### src/rtl/ds1302_pkg.sv
// Shared types and constants for the DS1302 device-side responder:
// FSM states, register indices, command byte layout and reset values.
package ds1302_pkg;

  typedef enum logic [2:0] {
    ST_IDLE,
    ST_CMD,
    ST_WDATA,
    ST_RDATA,
    ST_DONE
  } state_t;

  localparam logic [2:0] IDX_SEC   = 3'd0;
  localparam logic [2:0] IDX_MIN   = 3'd1;
  localparam logic [2:0] IDX_HOUR  = 3'd2;
  localparam logic [2:0] IDX_DATE  = 3'd3;
  localparam logic [2:0] IDX_MONTH = 3'd4;
  localparam logic [2:0] IDX_DAY   = 3'd5;
  localparam logic [2:0] IDX_YEAR  = 3'd6;
  localparam logic [2:0] IDX_WP    = 3'd7;
  localparam logic [4:0] IDX_BURST = 5'd31;

  localparam int CMD_RD_BIT   = 0;
  localparam int CMD_IDX_LSB  = 1;
  localparam int CMD_IDX_MSB  = 5;
  localparam int CMD_RAM_BIT  = 6;
  localparam int CMD_MARK_BIT = 7;

  localparam logic [7:0] RST_SEC   = 8'h80;
  localparam logic [7:0] RST_MIN   = 8'h00;
  localparam logic [7:0] RST_HOUR  = 8'h00;
  localparam logic [7:0] RST_DATE  = 8'h01;
  localparam logic [7:0] RST_MONTH = 8'h01;
  localparam logic [7:0] RST_DAY   = 8'h01;
  localparam logic [7:0] RST_YEAR  = 8'h00;
  localparam logic       RST_WP    = 1'b1;

  // Index 7 returns the WP register as it reads back: {wp, 7'b0}.
  function automatic logic [7:0] reset_value(input logic [2:0] idx);
    case (idx)
      IDX_SEC:   return RST_SEC;
      IDX_MIN:   return RST_MIN;
      IDX_HOUR:  return RST_HOUR;
      IDX_DATE:  return RST_DATE;
      IDX_MONTH: return RST_MONTH;
      IDX_DAY:   return RST_DAY;
      IDX_YEAR:  return RST_YEAR;
      default:   return {RST_WP, 7'b0};
    endcase
  endfunction

endpackage

### src/rtl/ds1302_responder_if.sv
// CE/SCLK/IO bus between the DS1302 command sequencer (master) and the responder (slave).
interface ds1302_responder_if;
  logic ce;
  logic sclk;
  logic io_in;
  logic io_out;
  logic io_oe;

  modport master (output ce, output sclk, output io_in, input io_out, input io_oe);
  modport slave  (input ce, input sclk, input io_in, output io_out, output io_oe);
endinterface

### src/rtl/ds1302_pin_sync.sv
// Multi-stage synchronizers on the bus pins with rise/fall detection for ce and sclk.
module ds1302_pin_sync #(
  parameter int SYNC_STAGES = 2
) (
  input  logic sys_clk,
  input  logic sys_rst,
  input  logic ce,
  input  logic sclk,
  input  logic io_in,
  output logic ce_lvl,
  output logic ce_rise,
  output logic ce_fall,
  output logic sclk_rise,
  output logic sclk_fall,
  output logic io_lvl
);

  logic [SYNC_STAGES-1:0] ce_sync;
  logic [SYNC_STAGES-1:0] sclk_sync;
  logic [SYNC_STAGES-1:0] io_sync;
  logic                   ce_prev;
  logic                   sclk_prev;

  always_ff @(posedge sys_clk) begin
    if (sys_rst) begin
      ce_sync   <= '0;
      sclk_sync <= '0;
      io_sync   <= '0;
      ce_prev   <= 1'b0;
      sclk_prev <= 1'b0;
    end else begin
      ce_sync   <= {ce_sync[SYNC_STAGES-2:0], ce};
      sclk_sync <= {sclk_sync[SYNC_STAGES-2:0], sclk};
      io_sync   <= {io_sync[SYNC_STAGES-2:0], io_in};
      ce_prev   <= ce_sync[SYNC_STAGES-1];
      sclk_prev <= sclk_sync[SYNC_STAGES-1];
    end
  end

  assign ce_lvl    = ce_sync[SYNC_STAGES-1];
  assign ce_rise   = ce_lvl & ~ce_prev;
  assign ce_fall   = ~ce_lvl & ce_prev;
  assign sclk_rise = sclk_sync[SYNC_STAGES-1] & ~sclk_prev;
  assign sclk_fall = ~sclk_sync[SYNC_STAGES-1] & sclk_prev;
  assign io_lvl    = io_sync[SYNC_STAGES-1];

endmodule

### src/rtl/ds1302_responder.sv
// Device-side DS1302 model: decodes commands, commits register writes, serves reads.
// Clock burst (index 31) is compiled in only when DS1302_BURST_EN is defined.
module ds1302_responder #(
  parameter int SYNC_STAGES = 2
) (
  input  logic                sys_clk,
  input  logic                sys_rst,
  ds1302_responder_if.slave   bus,
  output logic [55:0]         rtc_time,
  output logic                wp,
  output logic                wr_pulse,
  output logic [2:0]          wr_index
);
  import ds1302_pkg::*;

`ifdef DS1302_BURST_EN
  localparam bit BURST_EN = 1'b1;
`else
  localparam bit BURST_EN = 1'b0;
`endif

  logic ce_lvl, ce_rise, ce_fall, sclk_rise, sclk_fall, io_lvl;

  ds1302_pin_sync #(.SYNC_STAGES(SYNC_STAGES)) u_pin_sync (
    .sys_clk   (sys_clk),
    .sys_rst   (sys_rst),
    .ce        (bus.ce),
    .sclk      (bus.sclk),
    .io_in     (bus.io_in),
    .ce_lvl    (ce_lvl),
    .ce_rise   (ce_rise),
    .ce_fall   (ce_fall),
    .sclk_rise (sclk_rise),
    .sclk_fall (sclk_fall),
    .io_lvl    (io_lvl)
  );

  state_t      state;
  logic [6:0]  bit_cnt;
  logic [7:0]  shift_reg;
  logic [7:0]  shift_next;
  logic [2:0]  cmd_idx;
  logic        cmd_burst;
  logic        burst_ok;
  logic        burst_busy;
  logic [2:0]  burst_cnt;
  logic [7:0]  shadow [8];
  logic [7:0]  time_reg [7];
  logic        wp_reg;
  logic [4:0]  dec_idx;
  logic        dec_ok;
  logic [2:0]  rd_sel;
  logic [7:0]  rd_byte;
  logic [6:0]  rd_len;

  // Serial data arrives LSB first, so each new bit enters at the top.
  assign shift_next = {io_lvl, shift_reg[7:1]};
  assign dec_idx    = shift_next[CMD_IDX_MSB:CMD_IDX_LSB];
  assign dec_ok     = shift_next[CMD_MARK_BIT] && !shift_next[CMD_RAM_BIT] &&
                      ((dec_idx <= 5'd7) || (BURST_EN && dec_idx == IDX_BURST));

  assign rd_sel  = cmd_burst ? bit_cnt[5:3] : cmd_idx;
  assign rd_byte = (rd_sel == IDX_WP) ? {wp_reg, 7'b0} : time_reg[rd_sel];
  assign rd_len  = cmd_burst ? 7'd64 : 7'd8;

  assign rtc_time = {time_reg[6], time_reg[5], time_reg[4], time_reg[3],
                     time_reg[2], time_reg[1], time_reg[0]};
  assign wp       = wp_reg;

  // A completed burst write drains the shadow buffer one index per cycle,
  // independent of the bus FSM, so a ce drop after the 64th bit cannot cut it short.
  always_ff @(posedge sys_clk) begin
    if (sys_rst) begin
      state      <= ST_IDLE;
      bit_cnt    <= '0;
      shift_reg  <= '0;
      cmd_idx    <= '0;
      cmd_burst  <= 1'b0;
      burst_ok   <= 1'b0;
      burst_busy <= 1'b0;
      burst_cnt  <= '0;
      for (int i = 0; i < 8; i++) shadow[i] <= '0;
      for (int i = 0; i < 7; i++) time_reg[i] <= reset_value(3'(i));
      wp_reg     <= RST_WP;
      bus.io_out <= 1'b0;
      bus.io_oe  <= 1'b0;
      wr_pulse   <= 1'b0;
      wr_index   <= '0;
    end else begin
      wr_pulse <= 1'b0;

      if (burst_busy) begin
        if (burst_cnt == IDX_WP) wp_reg <= shadow[7][7];
        else                     time_reg[burst_cnt] <= shadow[burst_cnt];
        wr_pulse  <= 1'b1;
        wr_index  <= burst_cnt;
        burst_cnt <= burst_cnt + 3'd1;
        if (burst_cnt == 3'd7) burst_busy <= 1'b0;
      end

      // ce low outranks any sclk edge detected in the same cycle.
      if (ce_fall || !ce_lvl) begin
        state     <= ST_IDLE;
        bit_cnt   <= '0;
        bus.io_oe <= 1'b0;
      end else begin
        case (state)
          ST_IDLE: begin
            if (ce_rise) begin
              state   <= ST_CMD;
              bit_cnt <= '0;
            end
          end
          ST_CMD: begin
            if (sclk_rise) begin
              shift_reg <= shift_next;
              bit_cnt   <= bit_cnt + 7'd1;
              if (bit_cnt == 7'd7) begin
                bit_cnt   <= '0;
                cmd_idx   <= dec_idx[2:0];
                cmd_burst <= (dec_idx == IDX_BURST);
                burst_ok  <= !wp_reg;
                if (!dec_ok)                      state <= ST_DONE;
                else if (shift_next[CMD_RD_BIT])  state <= ST_RDATA;
                else                              state <= ST_WDATA;
              end
            end
          end
          ST_WDATA: begin
            if (sclk_rise) begin
              shift_reg <= shift_next;
              bit_cnt   <= bit_cnt + 7'd1;
              if (bit_cnt[2:0] == 3'd7) begin
                if (cmd_burst) begin
                  shadow[bit_cnt[5:3]] <= shift_next;
                  if (bit_cnt == 7'd63) begin
                    state <= ST_DONE;
                    if (burst_ok) begin
                      time_reg[0] <= shadow[0];
                      wr_pulse    <= 1'b1;
                      wr_index    <= IDX_SEC;
                      burst_busy  <= 1'b1;
                      burst_cnt   <= 3'd1;
                    end
                  end
                end else begin
                  state <= ST_DONE;
                  if (cmd_idx == IDX_WP) begin
                    wp_reg   <= shift_next[7];
                    wr_pulse <= 1'b1;
                    wr_index <= IDX_WP;
                  end else if (!wp_reg) begin
                    time_reg[cmd_idx] <= shift_next;
                    wr_pulse          <= 1'b1;
                    wr_index          <= cmd_idx;
                  end
                end
              end
            end
          end
          ST_RDATA: begin
            if (sclk_fall) begin
              if (bit_cnt == rd_len) begin
                bus.io_oe <= 1'b0;
                state     <= ST_DONE;
              end else begin
                bus.io_out <= rd_byte[bit_cnt[2:0]];
                bus.io_oe  <= 1'b1;
                bit_cnt    <= bit_cnt + 7'd1;
              end
            end
          end
          default: begin
            state <= ST_DONE;
          end
        endcase
      end
    end
  end

endmodule
### src/flat_wrapper.sv
// flat-port wrapper written by rule: the top's interface ports become plain ports
module ds1302_responder_flat import ds1302_pkg::*;
#(
  parameter int SYNC_STAGES = 2
)
  (sys_clk, sys_rst, rtc_time, wp, wr_pulse, wr_index, bus_ce, bus_sclk, bus_io_in, bus_io_out, bus_io_oe);
  ds1302_responder_if bus_i ();
  input  logic sys_clk;
  input  logic sys_rst;
  output logic [55:0] rtc_time;
  output logic wp;
  output logic wr_pulse;
  output logic [2:0] wr_index;
  input wire logic [$bits(bus_i.ce)-1:0] bus_ce;
  input wire logic [$bits(bus_i.sclk)-1:0] bus_sclk;
  input wire logic [$bits(bus_i.io_in)-1:0] bus_io_in;
  output wire logic [$bits(bus_i.io_out)-1:0] bus_io_out;
  output wire logic [$bits(bus_i.io_oe)-1:0] bus_io_oe;
  assign bus_i.ce = bus_ce;
  assign bus_i.sclk = bus_sclk;
  assign bus_i.io_in = bus_io_in;
  assign bus_io_out = bus_i.io_out;
  assign bus_io_oe = bus_i.io_oe;
  ds1302_responder #(.SYNC_STAGES(SYNC_STAGES)) u_core (.sys_clk(sys_clk), .sys_rst(sys_rst), .bus(bus_i), .rtc_time(rtc_time), .wp(wp), .wr_pulse(wr_pulse), .wr_index(wr_index));
endmodule
### config.mk
export PLATFORM = sky130hd
export DESIGN_NAME = ds1302_responder_flat
export DESIGN_NICKNAME = d
export VERILOG_FILES = /design/src/rtl/ds1302_pkg.sv /design/src/rtl/ds1302_responder_if.sv /design/src/rtl/ds1302_pin_sync.sv /design/src/rtl/ds1302_responder.sv /design/src/flat_wrapper.sv
export SDC_FILE = /design/constraint.sdc
export NUM_CORES = 1
export LEC_CHECK = 0
export BUFFER_PORTS_ARGS = -buffer_cell sky130_fd_sc_hd__buf_2
export CAP_MARGIN = 20
export CORE_AREA = 2 2 140 142
export CTS_CLUSTER_DIAMETER = 120
export CTS_CLUSTER_SIZE = 20
export DETAILED_ROUTE_END_ITERATION = 10
export DIE_AREA = 0 0 142 144
export GPL_ROUTABILITY_DRIVEN = 0
export PLACE_DENSITY = 0.69
export REMOVE_ABC_BUFFERS = 1
export SETUP_SLACK_MARGIN = 0.1
export SLEW_MARGIN = 20
export SYNTH_ARGS = -nofsm -noshare
export SYNTH_HDL_FRONTEND = slang
export SYNTH_SLANG_ARGS = --single-unit
### constraint.sdc
create_clock -name sys_clk -period 6.8 [get_ports sys_clk]
set_clock_uncertainty 0.15 [all_clocks]
set_input_delay 0.34 -clock sys_clk [delete_from_list [all_inputs] [get_ports sys_clk]]
set_output_delay 0.34 -clock sys_clk [all_outputs]
set_load 0.02 [all_outputs]
==> impl_metrics.ini <==
[run_status]
status = complete, no violations

[yosys]
avgSynthCellArea_um2 = 11.4
yosysUniqueCellTypes = 70
async_flop_share = 0
synth_warnings = 0
synth_top_cell_by_area = edfxtp_1
synth_top_area_frac = 0.444
ys_ff_latch = 167
syn_inst = 750
synth_edf_count = 126
synth_ff_type = edfxtp_1
seq_area_frac_synth = 0.540
synthesis.area_mm2 = 0.00852
synth_area_leaders = edfxtp_1 44%, dfxtp_1 9.6%, mux2i_1 6.6%, and2_1 4.8%, mux4_2 4.8%

[setup_path]
cp_slowest_cell = nor3_2
crit_chain = ha_1 -> ha_1 -> nor2b_1 -> nand3_2 -> nor3_2 -> nand3_1 -> nand2_1
cpMostUsedCell = ha_1
critical_path_class = reg2reg
cp_num_buf_inv = 0
cp-start-kind = flip-flop
critical-path-top-delay-family = simple AND/OR/NAND/NOR gates
worst_setup_path_end_kind = flip-flop
worstPathMaxFanout = 18
required_ns = 6.76
crit_path_max_incr_delay_ns = 0.61
crit_path_start = u_core.bit_cnt[0]
reg2reg_from = u_core.bit_cnt[0]
cp.arrival_ns = 3.56

[clock_network]
clock_tree.buffer_depth = 2
worstSkewPairLatency_ns = 0.43
cts_made_buffers = 17
cts-resized-gates = 0
cts_max_level = 4
cts.sinks = 167
clk_pin_slew_ns = 0.07
root_buffer = clkbuf_16
cts_tree = yes

[drt]
vias = 6335
drt_first_pass_iters = 7
wirelength_um = 22600
viasPerCell = 6.06
antenna_left = 0
wl_per_cell_um = 21.6
drt_iter0_drc = 743
route.detailed.drc = 0

[timing]
grt_setup_unrepaired = no
layout_setup_ws_ns = 3.20
slew_viol_final = 0
setup-tns-final_ns = 0
fin_crit_ns = 3.60
worst_slew_pin_slew_ns = 1.15
finalHoldViolCount = 0
slew_headroom = 0.213
period_share = 0.530
fmax_mhz = 278
setup_violations = 0

[hold_path]
hp-class = in2reg
holdCritStartpoint = sys_rst

[floorplan]
core_area_mm2 = 0.0191
rows = 51
initial_utilization = 0.447
io_pins = 68
die_y_um = 144
die_area_mm2 = 0.0204
die_x_um = 142

[power_and_ir_drop]
power_mw = 2.19
powerDensity_mw_per_mm2 = 228
p_int_mw = 1.68
clkPwrFrac = 0.439
ir_drop_mv = 0.154
seq_power_share = 0.523
power_switching_mw = 0.515
p_leak_nw = 3.40
swShare = 0.235
combPwrFrac = 0.038

[global_route]
grt_pass1_wl_um = 34400
grt_max_degree = 33
grt_overflow_total = 0
track_usage = 0.226
antenna_found_initial = 0
grt_pass1_vias = 5753

[cells_and_area]
regArea_mm2 = 0.00460
nFillCells = 1650
final_layout_size_suffix_gt1_frac = 0.202
layout.nets = 805
layout_common_cells = 126 x edfxtp_1, 69 x nor2_1, 67 x buf_2, 66 x and2_1, 55 x mux2i_1
antenna_cells = 0
final_common_cell = edfxtp_1
largest_reg_flops = 64
multi_input_area_mm2 = 0.00364
area_growth_pct = 12.7

[place]
port_buffers = 67
dp_hpwl_um = 15700
dp_slack_ns = 3.28

[run]
cap_violations = 0
final cells by class:
cell class | instances | share of cell area
sequential | 167 | 0.479
clock buffer | 17 | 0.0443
tap | 238 | 0.0310
inverter | 12 | 0.00469
multi-input combinational | 518 | 0.379
timing repair buffer | 79 | 0.0451
clock inverter | 15 | 0.0167
power by group through the flow:
stage          registers, mW  logic (mW)  clock network [mW]
2_1_floorplan           1.17      0.0364                   0
3_3_place_gp            1.17      0.0811                   0
3_5_place_dp            1.17      0.0819                   0
4_1_cts                 1.14      0.0834               0.965
5_1_grt                 1.15      0.0897                1.01
6_report                1.14      0.0832               0.962
Yosys cell counts, types with 2 or more instances:
cell type	count
a221oi_1	2
nand4_1	4
buf_2	10
and3_1	3
or2_2	12
nor4b_1	2
or3b_2	4
nor4_1	8
a22oi_1	9
o22ai_1	4
nand3_1	53
o21ai_0	50
xor2_1	4
mux2_4	2
nand2b_1	8
inv_1	11
clkbuf_1	36
a21oi_1	24
nor3_1	17
buf_1	2
nor3b_1	3
mux4_2	18
a311oi_1	4
buf_6	4
mux4_1	2
xnor2_1	2
ha_1	5
mux2i_1	56
a21boi_0	2
edfxtp_1	126
nand3b_1	5
o31ai_1	4
a21o_1	2
a211o_1	2
and2_1	66
nor2b_1	11
o211ai_1	2
nand2_1	30
a211oi_1	2
nor2_1	69
dfxtp_1	41
routing by layer:
| layer | share of wire | GRT usage | vias up |
|---|---|---|---|
| met5 | 0 | 0 | - |
| met4 | 0.036 | 0.0916 | 0 |
| met3 | 0.078 | 0.0374 | 52 |
| met2 | 0.46 | 0.354 | 342 |
| met1 | 0.42 | 0.315 | 3070 |
| li1 | - | - | 2871 |
metrics by stage:
step	std cells	instance area (um2)	util	hold WS, ns
2_1_floorplan	697	8280	-	0.262
3_3_place_gp	1011	8980	0.471	0.278
3_5_place_dp	1011	8980	0.471	0.272
4_1_cts	1046	9600	0.503	0.175
5_1_grt	1046	9610	0.503	0.197
6_report	1046	9610	0.503	0.175
cell families (layout without fill, tap and decap cells):
family	count (synthesis)	count (layout)	share of synthesized area
simple gates	309	309	0.199
flops	167	167	0.540
compound gates	118	118	0.0878
mux	80	80	0.126
buf+inv	65	123	0.0341
xor+xnor	6	6	0.00616
fa+ha+maj	5	5	0.00734
worst paths after layout:
kind | to | slack [ns] | cells after the start
min reg2reg | u_core.u_pin_sync.io_sync[1] | 0.28 | 1
max | u_core.time_reg[4][3] | 3.20 | 7
min | u_core.cmd_idx[2] | 0.18 | 2
max reg2reg | u_core.time_reg[4][3] | 3.20 | 7
what timing repair did:
action | 4_1_cts | 5_1_grt
hold endpoints to repair | 3 | 0
hold buffers | 3 | 0
buffers inserted | 0 | 0
setup endpoints to repair | 0 | 0
Power figures use the tool's default switching activity.
